<file path="config.mk">
export PLATFORM = sky130hd
export DESIGN_NAME = bcd_seg_scan
export DESIGN_NICKNAME = d
export VERILOG_FILES = /design/src/rtl/bcd_seg_scan.sv
export SDC_FILE = /design/constraint.sdc
export NUM_CORES = 1
export LEC_CHECK = 0
export CAP_MARGIN = 25
export CORE_UTILIZATION = 60
export CTS_BUF_LIST = sky130_fd_sc_hd__clkbuf_4 sky130_fd_sc_hd__clkbuf_8
export CTS_CLUSTER_SIZE = 10
export DETAILED_ROUTE_END_ITERATION = 10
export PLACE_DENSITY = 0.95
export SYNTH_ARGS = -nofsm -noshare
export SYNTH_HDL_FRONTEND = slang
export SYNTH_SLANG_ARGS = --single-unit
</file>
<file path="constraint.sdc">
create_clock -name clk -period 3.8 [get_ports clk]
set_clock_uncertainty 0.05 [all_clocks]
set_input_delay 0.95 -clock clk [delete_from_list [all_inputs] [get_ports clk]]
set_output_delay 0.95 -clock clk [all_outputs]
set_load 0.05 [all_outputs]
</file>
<file path="src/rtl/bcd_seg_scan.sv">
// bcd_seg_scan
// Time-multiplexed driver for a 4-digit common-anode seven-segment display.
// Consumes a three-digit packed BCD word ({hundreds, tens, ones}) and scans
// it digit by digit. Four slots make up one frame: ones, tens, hundreds and an
// idle slot, so each lit digit gets a 1/4 duty cycle.
//
// Features:
//   - Frame-synchronous shadow capture of the BCD word and the blanking
//     enable. The display never shows a mix of old and new digits.
//   - Optional leading-zero blanking of the hundreds and tens digits.
//   - Nibbles above 9 are drawn as a dash. They are never blanked.
//   - A dead time at the start of every slot, with all anodes off, to
//     suppress ghosting while the segment lines settle.
// Segments, anodes and the decimal point are all active-low.
// Every output is registered, so the outputs lag the scan state by one cycle.

module bcd_seg_scan #(
    parameter int REFRESH_DIV = 100000,
    parameter int GHOST_CYC   = 4
) (
    input  logic        clk,
    input  logic        rst,
    input  logic [11:0] bcd,
    input  logic        blank_lz,
    output logic [6:0]  seg,
    output logic [3:0]  an,
    output logic        dp,
    output logic        frame_tick
);

    // Prescaler width: wide enough to hold REFRESH_DIV-1.
    localparam int CNT_W = (REFRESH_DIV > 1) ? $clog2(REFRESH_DIV) : 1;

    localparam logic [CNT_W-1:0] CNT_LAST  = CNT_W'(REFRESH_DIV - 1);
    localparam logic [CNT_W-1:0] CNT_GHOST = CNT_W'(GHOST_CYC);

    // Scan slot encoding. Slot 3 is the idle slot: every anode is off in it.
    localparam logic [1:0] SLOT_ONES = 2'd0;
    localparam logic [1:0] SLOT_TENS = 2'd1;
    localparam logic [1:0] SLOT_HUND = 2'd2;
    localparam logic [1:0] SLOT_IDLE = 2'd3;

    // Segment patterns, active-low, bit order {g,f,e,d,c,b,a}.
    localparam logic [6:0] SEG_OFF  = 7'b1111111;
    localparam logic [6:0] SEG_DASH = 7'b0111111;
    localparam logic [3:0] AN_OFF   = 4'b1111;

    // Scan position.
    logic [CNT_W-1:0] cnt_q, cnt_d;
    logic [1:0]       idx_q, idx_d;

    // Shadow copies of the inputs. They are loaded only at the frame boundary.
    logic [11:0]      bcd_q, bcd_d;
    logic             lz_q,  lz_d;

    // Registered outputs.
    logic [6:0]       seg_q, seg_d;
    logic [3:0]       an_q,  an_d;
    logic             tick_q, tick_d;

    // Decode and blanking helpers.
    logic             slot_end;
    logic             frame_end;
    logic [3:0]       ones_nib, tens_nib, hund_nib;
    logic             blank_hund, blank_tens;
    logic [3:0]       cur_nib;
    logic             cur_blank;
    logic             slot_active;

    // Convert one BCD nibble to its active-low segment pattern.
    // Any nibble that is not a valid decimal digit shows a dash.
    function automatic logic [6:0] decode_digit(input logic [3:0] nib);
        logic [6:0] pattern;
        case (nib)
            4'd0:    pattern = 7'b1000000;
            4'd1:    pattern = 7'b1111001;
            4'd2:    pattern = 7'b0100100;
            4'd3:    pattern = 7'b0110000;
            4'd4:    pattern = 7'b0011001;
            4'd5:    pattern = 7'b0010010;
            4'd6:    pattern = 7'b0000010;
            4'd7:    pattern = 7'b1111000;
            4'd8:    pattern = 7'b0000000;
            4'd9:    pattern = 7'b0010000;
            default: pattern = SEG_DASH;
        endcase
        return pattern;
    endfunction

    // Advance the prescaler and step to the next slot when the prescaler wraps.
    always_comb begin
        slot_end  = (cnt_q == CNT_LAST);
        frame_end = slot_end && (idx_q == SLOT_IDLE);
        if (slot_end) begin
            cnt_d = '0;
            idx_d = idx_q + 2'd1;
        end else begin
            cnt_d = cnt_q + CNT_W'(1);
            idx_d = idx_q;
        end
    end

    // Capture the inputs into the shadow registers only at the frame boundary.
    // Input changes in the middle of a frame wait for the next frame.
    always_comb begin
        bcd_d = bcd_q;
        lz_d  = lz_q;
        if (frame_end) begin
            bcd_d = bcd;
            lz_d  = blank_lz;
        end
    end

    // Leading-zero blanking on the shadow value.
    // A non-decimal nibble counts as nonzero, so it is never blanked.
    always_comb begin
        ones_nib   = bcd_q[3:0];
        tens_nib   = bcd_q[7:4];
        hund_nib   = bcd_q[11:8];
        blank_hund = lz_q && (hund_nib == 4'd0);
        blank_tens = lz_q && (hund_nib == 4'd0) && (tens_nib == 4'd0);
    end

    // Select the digit for the current slot, and whether that digit is blanked.
    always_comb begin
        cur_nib   = 4'd0;
        cur_blank = 1'b1;
        case (idx_q)
            SLOT_ONES: begin
                cur_nib   = ones_nib;
                cur_blank = 1'b0;
            end
            SLOT_TENS: begin
                cur_nib   = tens_nib;
                cur_blank = blank_tens;
            end
            SLOT_HUND: begin
                cur_nib   = hund_nib;
                cur_blank = blank_hund;
            end
            default: begin
                cur_nib   = 4'd0;
                cur_blank = 1'b1;
            end
        endcase
    end

    // Drive an anode only after the dead time, only outside the idle slot, and
    // only for a digit that is not blanked. At all other times the display is dark.
    always_comb begin
        slot_active = (cnt_q >= CNT_GHOST) && (idx_q != SLOT_IDLE) && !cur_blank;
        if (slot_active) begin
            an_d  = ~(4'b0001 << idx_q);
            seg_d = decode_digit(cur_nib);
        end else begin
            an_d  = AN_OFF;
            seg_d = SEG_OFF;
        end
        tick_d = frame_end;
    end

    // Update the scan state, the shadow registers and the output registers.
    // Reset takes priority over a frame-boundary load in the same cycle.
    always_ff @(posedge clk) begin
        if (rst) begin
            cnt_q  <= '0;
            idx_q  <= SLOT_ONES;
            bcd_q  <= 12'h000;
            lz_q   <= 1'b0;
            seg_q  <= SEG_OFF;
            an_q   <= AN_OFF;
            tick_q <= 1'b0;
        end else begin
            cnt_q  <= cnt_d;
            idx_q  <= idx_d;
            bcd_q  <= bcd_d;
            lz_q   <= lz_d;
            seg_q  <= seg_d;
            an_q   <= an_d;
            tick_q <= tick_d;
        end
    end

    assign seg        = seg_q;
    assign an         = an_q;
    assign dp         = 1'b1;
    assign frame_tick = tick_q;

endmodule

</file>
==> qor.yml, run 1 <==
synth:
  ys.flop_type: "dfxtp_1"
  synth-edff-count: 0
  ys_seq_area_frac: 0.4324
  yosys_warnings: 0
  syn_area_per_cell_sq_um: 8.631
  synth_cell_types: 36
  syn_area_sq_um: 2037
  ys_seq_elements: 44
  async_reset_ff_frac: 0
  syn_inst: 236
sta:
  finalCritPeriodShare: 0.6869
  grt_setup_unrepaired: "false"
  maxSlewHeadroom: 0.3811
  worstMarginPinSlew_ps: 928.3
  slew_violations: 0
  fin_ws_ps: 1190
  period_minus_slack_ps: 2610
  whs_ps: 435.8
  fin_setup_tns_ps: 0
  setup_viol: 0
  fmax_mhz: 383.1
  hold_viol: 0
route:
  drt_wl_total_mm: 4.065
  vias: 1743
  antenna_left: 0
  drc: 0
  viasPerCell: 5.772
  first_pass_iters: 4
  first_iter_violations: 106
  wl_per_cell_microns: 13.46
clock_tree:
  cts_inserted_buffers: 5
  htree_levels: 2
  clock_tree.root_cell: "clkbuf_4"
  post_cts_buffers: 0
  cts_hold_buffers: 0
  cts_tree: "done"
  path_clk_slew_ps: 120
  clk_latency_ps: 350
  cts.repair.resized: 0
  ctsLongestPathBuffers: 2
  clock-sinks: 44
power:
  p_leak_nw: 0.8224
  ir_worst_vdd_v: 0.0002544
  p_per_area_nw_per_um2: 318.2
grt:
  antenna_found_initial: 0
  grt_first_pass_wirelength_mm: 6.734
  grt_pass1_vias: 1618
  grt_max_degree: 23
  overflow: 0
  grt_usage: 0.2481
final_layout:
  layout-drive-gt1-share: 0.06589
  post-route-util: 0.7556
  area_growth_pct: 16.03
  filler_cell_count: 220
  instances_no_fill: 302
  seq_area_sq_um: 880.8
  antenna_cells: 0
  final_nets: 283
  multi_input_area_sq_um: 1050
worst_hold_path:
  hold_path.class: "register to register"
  hp-start: "cnt_q[0]"
  hold_depth: 1
  hold_end: "cnt_q[0]"
worst_setup_path:
  start_kind: "register"
  critical_path_required_ps: 4050
  reg2regPathDepth: 9
  r2r_end: "seg[4]"
  r2r_start: "idx_q[1]"
  slowest_delay_ps: 530
  crit_slowest_cell: "a222oi_1"
  crit_type: "register to register"
  cp_max_fo: 6
  r2r_slack_ps: 1190
  cp_data_arrival_time_ps: 2860
  path_cells: "inv_1, ha_1, a222oi_1, or2_2, inv_1, ha_1, mux2_2, a221o_2, nand2_1"
  critPathCaptureType: "register"
  crit_start: "idx_q[1]"
floorplan:
  die_w_microns: 60.27
  die_h_microns: 60.27
  ios: 28
  coreArea_sq_um: 3128
  start_util: 0.6512
  dieArea_sq_um: 3632
  num_rows: 20
place:
  place_ws_ps: 1206
  port_buffers: 26
  post-dp-hpwl_mm: 2.936
  gp_congestion: 0.8771
  dp.cells: 294
outcome:
  status: "completed"
job:
  cap_violations: 0
cells by family (layout without fill, tap and decap cells):
kind of cell	count (synthesis)	count (layout)	synth area share
AO/OA/AOI/OAI	46	46	0.1376
XOR/XNOR	13	13	0.05590
adder cells (fa/ha/maj)	11	11	0.06757
buffers and inverters	27	48	0.05406
flip-flops	44	44	0.4324
multiplexers	2	2	0.01106
other	1	2	0.001841
AND/OR/NAND/NOR	92	92	0.2396
how the worst max path moves through the flow:
stage	endpoint	slack [ps]	depth (start not counted)
after floorplan	seg[4]	1540	9
after global placement	cnt_q[12]	1250	3
after detailed placement	cnt_q[10]	1210	3
after CTS	seg[4]	1220	9
after global routing	seg[4]	1020	9
final	seg[4]	1190	9
layout by cell type, fill, tap and decap left out, types with 2 or more instances in the layout:
cell type	netlist	routed
nand4_1	19	19
a21oi_1	19	19
clkbuf_4	0	5
inv_1	13	13
nor4_1	6	6
nand3b_1	3	3
o41ai_1	2	2
or2_2	2	2
o21ai_0	15	15
xor2_1	3	3
a222oi_1	4	4
xnor2_1	10	10
dfxtp_1	44	44
conb_1	1	2
nand4b_1	2	2
nor2_1	21	21
nand2_1	14	14
clkdlybuf4s50_1	0	26
nor3_1	8	8
clkinv_2	0	2
nand3_1	9	9
mux2_2	2	2
ha_1	11	11
or3_1	2	2
Yosys cell counts (all sizes together) (2+ instances only):
cell / count / area share
mux2: 2 / 0.011
o21ai: 15 / 0.037
nand2: 14 / 0.026
a21o: 2 / 0.0080
inv: 13 / 0.024
xor2: 3 / 0.013
nor2: 21 / 0.039
nor4: 7 / 0.025
o41ai: 2 / 0.0086
nand3: 9 / 0.022
nor3: 8 / 0.020
ha: 11 / 0.068
xnor2: 10 / 0.043
nand3b: 3 / 0.011
or2: 2 / 0.0061
a222oi: 4 / 0.020
clkbuf: 9 / 0.017
nand4: 19 / 0.058
or3: 2 / 0.0061
dfxtp: 44 / 0.43
a21oi: 19 / 0.047
buf: 5 / 0.014
nand4b: 2 / 0.0086
where the power goes:
part	internal [mW]	total (mW)	leakage [nW]	switching, mW
registers	0.467	0.472	0.356	0.00423
clock network	0.0881	0.228	0.0380	0.139
logic	0.0233	0.0529	0.428	0.0296
worst max-delay path: cells and delay by family (launching register included):
| kind | cells | cell delay, ps |
|---|---|---|
| AND/OR/NAND/NOR | 2 | 320 |
| flip-flops | 1 | 390 |
| adder cells (fa/ha/maj) | 2 | 470 |
| multiplexers | 1 | 260 |
| AO/OA/AOI/OAI | 2 | 910 |
| buffers and inverters | 2 | 160 |
state kept, by name, summed over array words and instances (netlist names):
name        flops
frame_tick      1
idx_q           2
an              4
bcd_q          12
lz_q            1
seg             7
cnt_q          17
metal layers:
| metal | vias up | wire (microns) | track usage |
|---|---|---|---|
| met3 | 11 | 206 | 0.04329 |
| li1 | 879 | - | - |
| met1 | 798 | 1756 | 0.2855 |
| met4 | 0 | 78 | 0.1296 |
| met5 | - | 0 | 0 |
| met2 | 55 | 2023 | 0.4333 |
through the flow:
stage                     instance area [sq um]  power [mW]
final                                      2364      0.7520
after global routing                       2364      0.7800
after CTS                                  2364      0.7556
after detailed placement                   2302      0.5350
after global placement                     2302      0.5337
after floorplan                            2041      0.5121
layout make-up:
class                           count  share of cell area
Multi-Input combinational cell    166              0.4442
Clock inverter                      2            0.004235
Inverter                           13             0.02065
Clock buffer                        6             0.02170
Sequential cell                    44              0.3727
Tap cell                           44             0.02329
Timing Repair Buffer               27              0.1133
(Power assumes the default switching activity.)
==> run 2, diff against run 1 <==
Settings changed: CORE_UTILIZATION 60 to 56, PLACE_DENSITY 0.95 to 0.9.
Clock period 3.8 ns to 2.56 ns, I/O delays scaled along.
==> run 2 against run 1 <==
Final cell count grew 3.3%. Hold slack gained 5.2 ps. Clock power grew 93%. Maximum frequency grew 6.9%. Critical path depth grew 1. Sequential power grew 48%. First-iteration DRC count grew 71%. Non-clock buffer count grew 8. Critical path type unchanged. Critical endpoint unchanged.
==> qor.yml, run 2 (same netlist as run 1, synthesis figures left out) <==
sta:
  period_minus_slack_ps: 2442  # -168.5 ps
  worstMarginPinSlew_ps: 498.7  # -429.6 ps
  finalCritPeriodShare: 0.9537  # +0.2669
  hold_viol: 0  # unchanged
  slew_violations: 0  # unchanged
  setup_viol: 0  # unchanged
  maxSlewHeadroom: 0.6665  # +0.2853
  fmax_mhz: 409.6  # +6.9%
grt:
  grt_max_degree: 17  # -26%
  grt_pass1_vias: 1677  # +3.6%
  overflow: 0  # unchanged
  antenna_found_initial: 0  # unchanged
  grt_usage: 0.2369  # -0.01117
  grt_first_pass_wirelength_mm: 7.376  # +9.5%
final_layout:
  layout_commonest_cell: "dfxtp_1"
  top_register: "cnt_q"
  area_growth_pct: 20.15
  filler_cell_count: 261  # +19%
  final_nets: 291  # +2.8%
  antenna_cells: 0  # unchanged
  fin_area_sq_um: 2447  # +3.5%
  layout-drive-gt1-share: 0.1015  # +0.03561
  final_cell_mix: "dfxtp_1, clkdlybuf4s50_1, nor2_1"
  largest_reg_flops: 17  # unchanged
worst_hold_path:
  hold_path.class: "register to register"
clock_tree:
  cts_tree: "done"
  path_clk_slew_ps: 130  # about the same
  htree_levels: 2  # unchanged
  clk_latency_ps: 370  # +20 ps
  cts_hold_buffers: 0  # unchanged
  clock-sinks: 44  # unchanged
  clock_tree.root_cell: "clkbuf_4"
  cts_inserted_buffers: 5  # unchanged
  ctsLongestPathBuffers: 2  # unchanged
worst_setup_path:
  cp_data_arrival_time_ps: 2710  # -150 ps
  critical_path_required_ps: 2830  # -1220 ps
  crit_type: "register to register"
  cp_max_fo: 6  # unchanged
  start_kind: "register"
  critPathCaptureType: "register"
place:
  postPlaceCellArea_sq_um: 2357  # +2.4%
  post-dp-hpwl_mm: 2.990  # +1.8%
  gp_congestion: 0.9000  # +2.6%
  port_buffers: 26  # unchanged
floorplan:
  start_util: 0.5963  # -0.05486
  num_rows: 21  # +5.0%
  ios: 28  # unchanged
  die_h_microns: 62.31  # +3.4%
  die_w_microns: 62.31  # +3.4%
  coreArea_sq_um: 3416  # +9.2%
  dieArea_sq_um: 3883  # +6.9%
route:
  wl_per_cell_microns: 13.76  # +2.2%
  vias: 1814  # +4.1%
  drc: 0  # unchanged
  antenna_left: 0  # unchanged
  drt_wl_total_mm: 4.293  # +5.6%
  first_iter_violations: 181  # +71%
  viasPerCell: 5.814  # +0.74%
  first_pass_iters: 4  # unchanged
job:
  cap_violations: 0  # unchanged
power:
  p_per_area_nw_per_um2: 499.4  # +57%
  p_leak_nw: 0.8682  # +5.6%
  totalPowerFinal_mw: 1.222  # +63%
  ir_worst_vdd_v: 0.0003766  # +48%
outcome:
  status: "completed"
-- run 2: cell types whose count changed in the layout (fill, tap and decap cells not counted) --
cell and delta:
clkbuf_8 -1, dfxtp_2 +2, dfxtp_1 -2, clkinv_2 -1, buf_4 +8, bufinv_16 +1, clkbuf_4 +1
-- run 2: metal layers --
layer / track usage / part of all wire
met1: 0.2862 / 0.42
met2: 0.4011 / 0.51
met3: 0.06985 / 0.051
met4: 0.07849 / 0.013
met5: 0 / 0
-- run 2: cell type report --
class                           instances  area, sq um  share of cell area
Clock inverter                          2        35.03             0.01431
Clock buffer                            6        45.04             0.01840
Inverter                               13        48.80             0.01994
Multi-Input combinational cell        166         1050              0.4289
Tap cell                               46        57.56             0.02352
Timing Repair Buffer                   35        327.8              0.1339
Sequential cell                        44        883.3              0.3609
-- run 2: metrics by stage --
| step | util | setup TNS, ps | std cells | hold slack [ps] | setup slack, ps |
|---|---|---|---|---|---|
| floorplan | - | 0 | 237 | 391.2 | 296.3 |
| finish | 0.7165 | 0 | 312 | 441.0 | 118.5 |
| CTS | 0.7136 | 0 | 311 | 441.3 | 10.10 |
| global route | 0.7165 | -18.27 | 312 | 477.4 | -18.27 |
| global placement | 0.6901 | 0 | 303 | 406.8 | 201.3 |
| detailed placement | 0.6901 | 0 | 303 | 415.4 | 45.04 |
-- run 2: path summary, 6_finish.rpt --
kind / startpoint / end / slack (ps) / cells after the start
min: cnt_q[0] / cnt_q[0] / 440 / 1
max: idx_q[0] / seg[4] / 120 / 10
min reg2reg: cnt_q[0] / cnt_q[0] / 440 / 1
max reg2reg: idx_q[0] / seg[4] / 120 / 10
-- run 2: worst max-delay path: stages (launching register included) --
cell	delay, ps
dfxtp_2	380
inv_1	80
ha_1	270
a222oi_1	330
buf_4	180
or2_2	140
inv_1	70
ha_1	210
mux2_2	260
a221o_2	370
nand2_1	60
-- run 2: where the power goes --
part / leakage (nW) / internal [mW] / switching, mW / total (mW)
Clock: 0.0456 / 0.215 / 0.225 / 0.440
Combinational: 0.465 / 0.0365 / 0.0452 / 0.0817
Sequential: 0.357 / 0.694 / 0.00636 / 0.700
-- run 2: what timing repair did --
item,CTS,global route
setup buffers,0,1
endpoints found under the hold margin,0,0
endpoints found under the setup margin,0,1
resized for setup,0,2
==> run 3, diff against run 2 <==
Settings changed: ABC_AREA set to 1, CORE_UTILIZATION 56 to 55, PLACE_DENSITY 0.9 to 0.88.
==> run 3 against run 2 <==
Wire length shrank 1.0%. Area after synthesis grew 9.1%. Register-to-register slack gained 380 ps. First-iteration DRC count shrank 46%. Synthesized cell count grew 34%. Global-route usage shrank 0.67 points. Critical path type is now register to output pin. Critical path depth shrank 9. Utilization shrank 2.4 points.
==> qor.yml, run 3 <==
outcome:
  status: "completed"
clock_tree:
  clock_tree.root_cell: "clkbuf_8"
  post_cts_buffers: 0  # unchanged
  clk_latency_ps: 300  # -70 ps
  clock-sinks: 44  # unchanged
  cts_hold_buffers: 0  # unchanged
  cts.repair.resized: 0  # unchanged
  cts_tree: "done"
  ctsLongestPathBuffers: 2  # unchanged
  htree_levels: 2  # unchanged
  cts_inserted_buffers: 5  # unchanged
  path_clk_slew_ps: 80  # -50 ps
sta:
  worstMarginPinSlew_ps: 535.6  # +36.91 ps
  setup_viol: 0  # unchanged
  maxSlewHeadroom: 0.6425  # -0.02395
  period_minus_slack_ps: 2097  # -344.5 ps
  slew_violations: 0  # unchanged
  hold_viol: 0  # unchanged
  grt_setup_unrepaired: "false"
  fmax_mhz: 476.9  # +16%
  fin_setup_tns_ps: 0  # unchanged
  finalCritPeriodShare: 0.8192  # -0.1346
  fin_ws_ps: 463.0  # +344.5 ps
grt:
  grt_pass1_vias: 1784  # +6.4%
  grt_first_pass_wirelength_mm: 7.548  # +2.3%
  overflow: 0  # unchanged
  antenna_found_initial: 0  # unchanged
  grt_usage: 0.2302  # -0.006672
  grt_max_degree: 19  # +2
synth:
  synth-edff-count: 0  # unchanged
  ys_seq_elements: 44  # unchanged
  async_reset_ff_frac: 0  # unchanged
  synth.largest_area_cell: "dfxtp_1"
  syn_area_sq_um: 2222  # +9.1%
  synth_top_area_share: 0.3964  # -0.03604
  ys_seq_area_frac: 0.3964  # -0.03604
  syn_inst: 317  # +34%
  ys.flop_type: "dfxtp_1"
  synth_cell_types: 27  # -25%
  ys_top_cells_by_count: "nand2_1, nor2_1, dfxtp_1"
  yosys_warnings: 0  # unchanged
  syn_area_per_cell_sq_um: 7.010  # -19%
  yosys-top-cells-area: "dfxtp_1, nand2_1, nor2_1"
power:
  p_leak_nw: 1.098  # +26%
  p_per_area_nw_per_um2: 473.3  # -5.2%
  ir_worst_vdd_v: 0.0002688  # -29%
final_layout:
  post-route-util: 0.6921  # -0.02438
  largest_reg_flops: 17  # unchanged
  final_nets: 371  # +27%
  antenna_cells: 0  # unchanged
  top_register: "cnt_q"
  final_cell_mix: "nand2_1, nor2_1, dfxtp_1"
  layout-drive-gt1-share: 0.06647  # -0.03503
  filler_cell_count: 324  # +24%
  area_growth_pct: 17.45
route:
  first_iter_violations: 98  # -46%
  antenna_left: 0  # unchanged
  drt_wl_total_mm: 4.249  # -1.0%
  drc: 0  # unchanged
  first_pass_iters: 4  # unchanged
  viasPerCell: 5.028  # -14%
  vias: 1981  # +9.2%
  wl_per_cell_microns: 10.78  # -22%
worst_setup_path:
  path_cells: "clkdlybuf4s50_1"
  start_kind: "register"
  path_delay_family: "buffers and inverters"
  critical_path_required_ps: 1870  # -960 ps
  crit_buf_inv: 1  # -2
  critPathCaptureType: "output pin"
  cp_data_arrival_time_ps: 1410  # -1300 ps
  slowest_delay_ps: 790  # +410 ps
  cp_max_fo: 1  # -5
  crit_type: "register to output pin"
  crit_slowest_cell: "clkdlybuf4s50_1"
job:
  cap_violations: 0  # unchanged
floorplan:
  ios: 28  # unchanged
  die_w_microns: 65.56  # +5.2%
  num_rows: 22  # +4.8%
  start_util: 0.5893  # -0.007087
  dieArea_sq_um: 4298  # +11%
  coreArea_sq_um: 3771  # +10%
  die_h_microns: 65.56  # +5.2%
place:
  post-dp-hpwl_mm: 3.166  # +5.9%
  place_ws_ps: 423.9  # +378.9 ps
  port_buffers: 26  # unchanged
  gp_congestion: 0.8693  # -3.4%
worst_hold_path:
  hold_path.class: "register to register"
==> run 3: changes by cell type in the layout (fill, tap and decap cells not counted), sizes merged, moves of 12 or more <==
cell	delta
nor2	+50
a21oi	-12
nand3	+18
nand2	+55
o21ai	-12
inv	+26
==> run 3: cells by family after synthesis <==
logic type / Yosys count / share of synthesized area
AO/OA/AOI/OAI: 12 / 0.02927
XOR/XNOR: 8 / 0.03153
adder cells (fa/ha/maj): 11 / 0.06194
buffers and inverters: 46 / 0.08446
flip-flops: 44 / 0.3964
other: 1 / 0.001688
AND/OR/NAND/NOR: 195 / 0.3947
==> run 3: path summary, 6_finish.rpt <==
kind | slack (ps) | from | endpoint | cells past startpoint
max | 460 | an[3] | an[3] | 1
min | 410 | cnt_q[0] | cnt_q[0] | 1
max reg2reg | 500 | idx_q[0] | seg[6] | 10
min reg2reg | 410 | cnt_q[0] | cnt_q[0] | 1
==> run 3: layout make-up <==
class / instances / area (sq um) / area share
repair buffers: 27 / 267.8 / 0.1026
well taps: 48 / 60.06 / 0.02301
multi-input cells: 228 / 1157 / 0.4434
flip-flops and latches: 44 / 880.8 / 0.3375
clock buffers: 8 / 97.59 / 0.03739
inverters: 39 / 146.4 / 0.05609
==> run 3: per-layer routing <==
| layer | up-vias | GRT usage | wire (microns) |
|---|---|---|---|
| li1 | 1057 | - | - |
| met1 | 876 | 0.2913 | 2066 |
| met2 | 39 | 0.3776 | 1926 |
| met3 | 9 | 0.05729 | 172 |
| met4 | 0 | 0.08152 | 84 |
| met5 | - | 0 | 0 |
==> run 3: stage by stage <==
step                hold WS [ps]  power, mW  area (sq um)  instances
floorplan                  380.0     0.7598          2226        318
global placement           396.8     0.7930          2512        386
detailed placement         396.0     0.7948          2512        386
CTS                        414.1      1.248          2610        394
global route               438.1      1.277          2610        394
finish                     409.0      1.235          2610        394
==> run 3: power breakdown <==
group	switching, mW	leakage [nW]	internal [mW]	total, mW
sequential	0.00412	0.356	0.693	0.697
clock	0.216	0.0523	0.241	0.457
combinational	0.0457	0.690	0.0360	0.0817
total	0.266	1.10	0.970	1.24
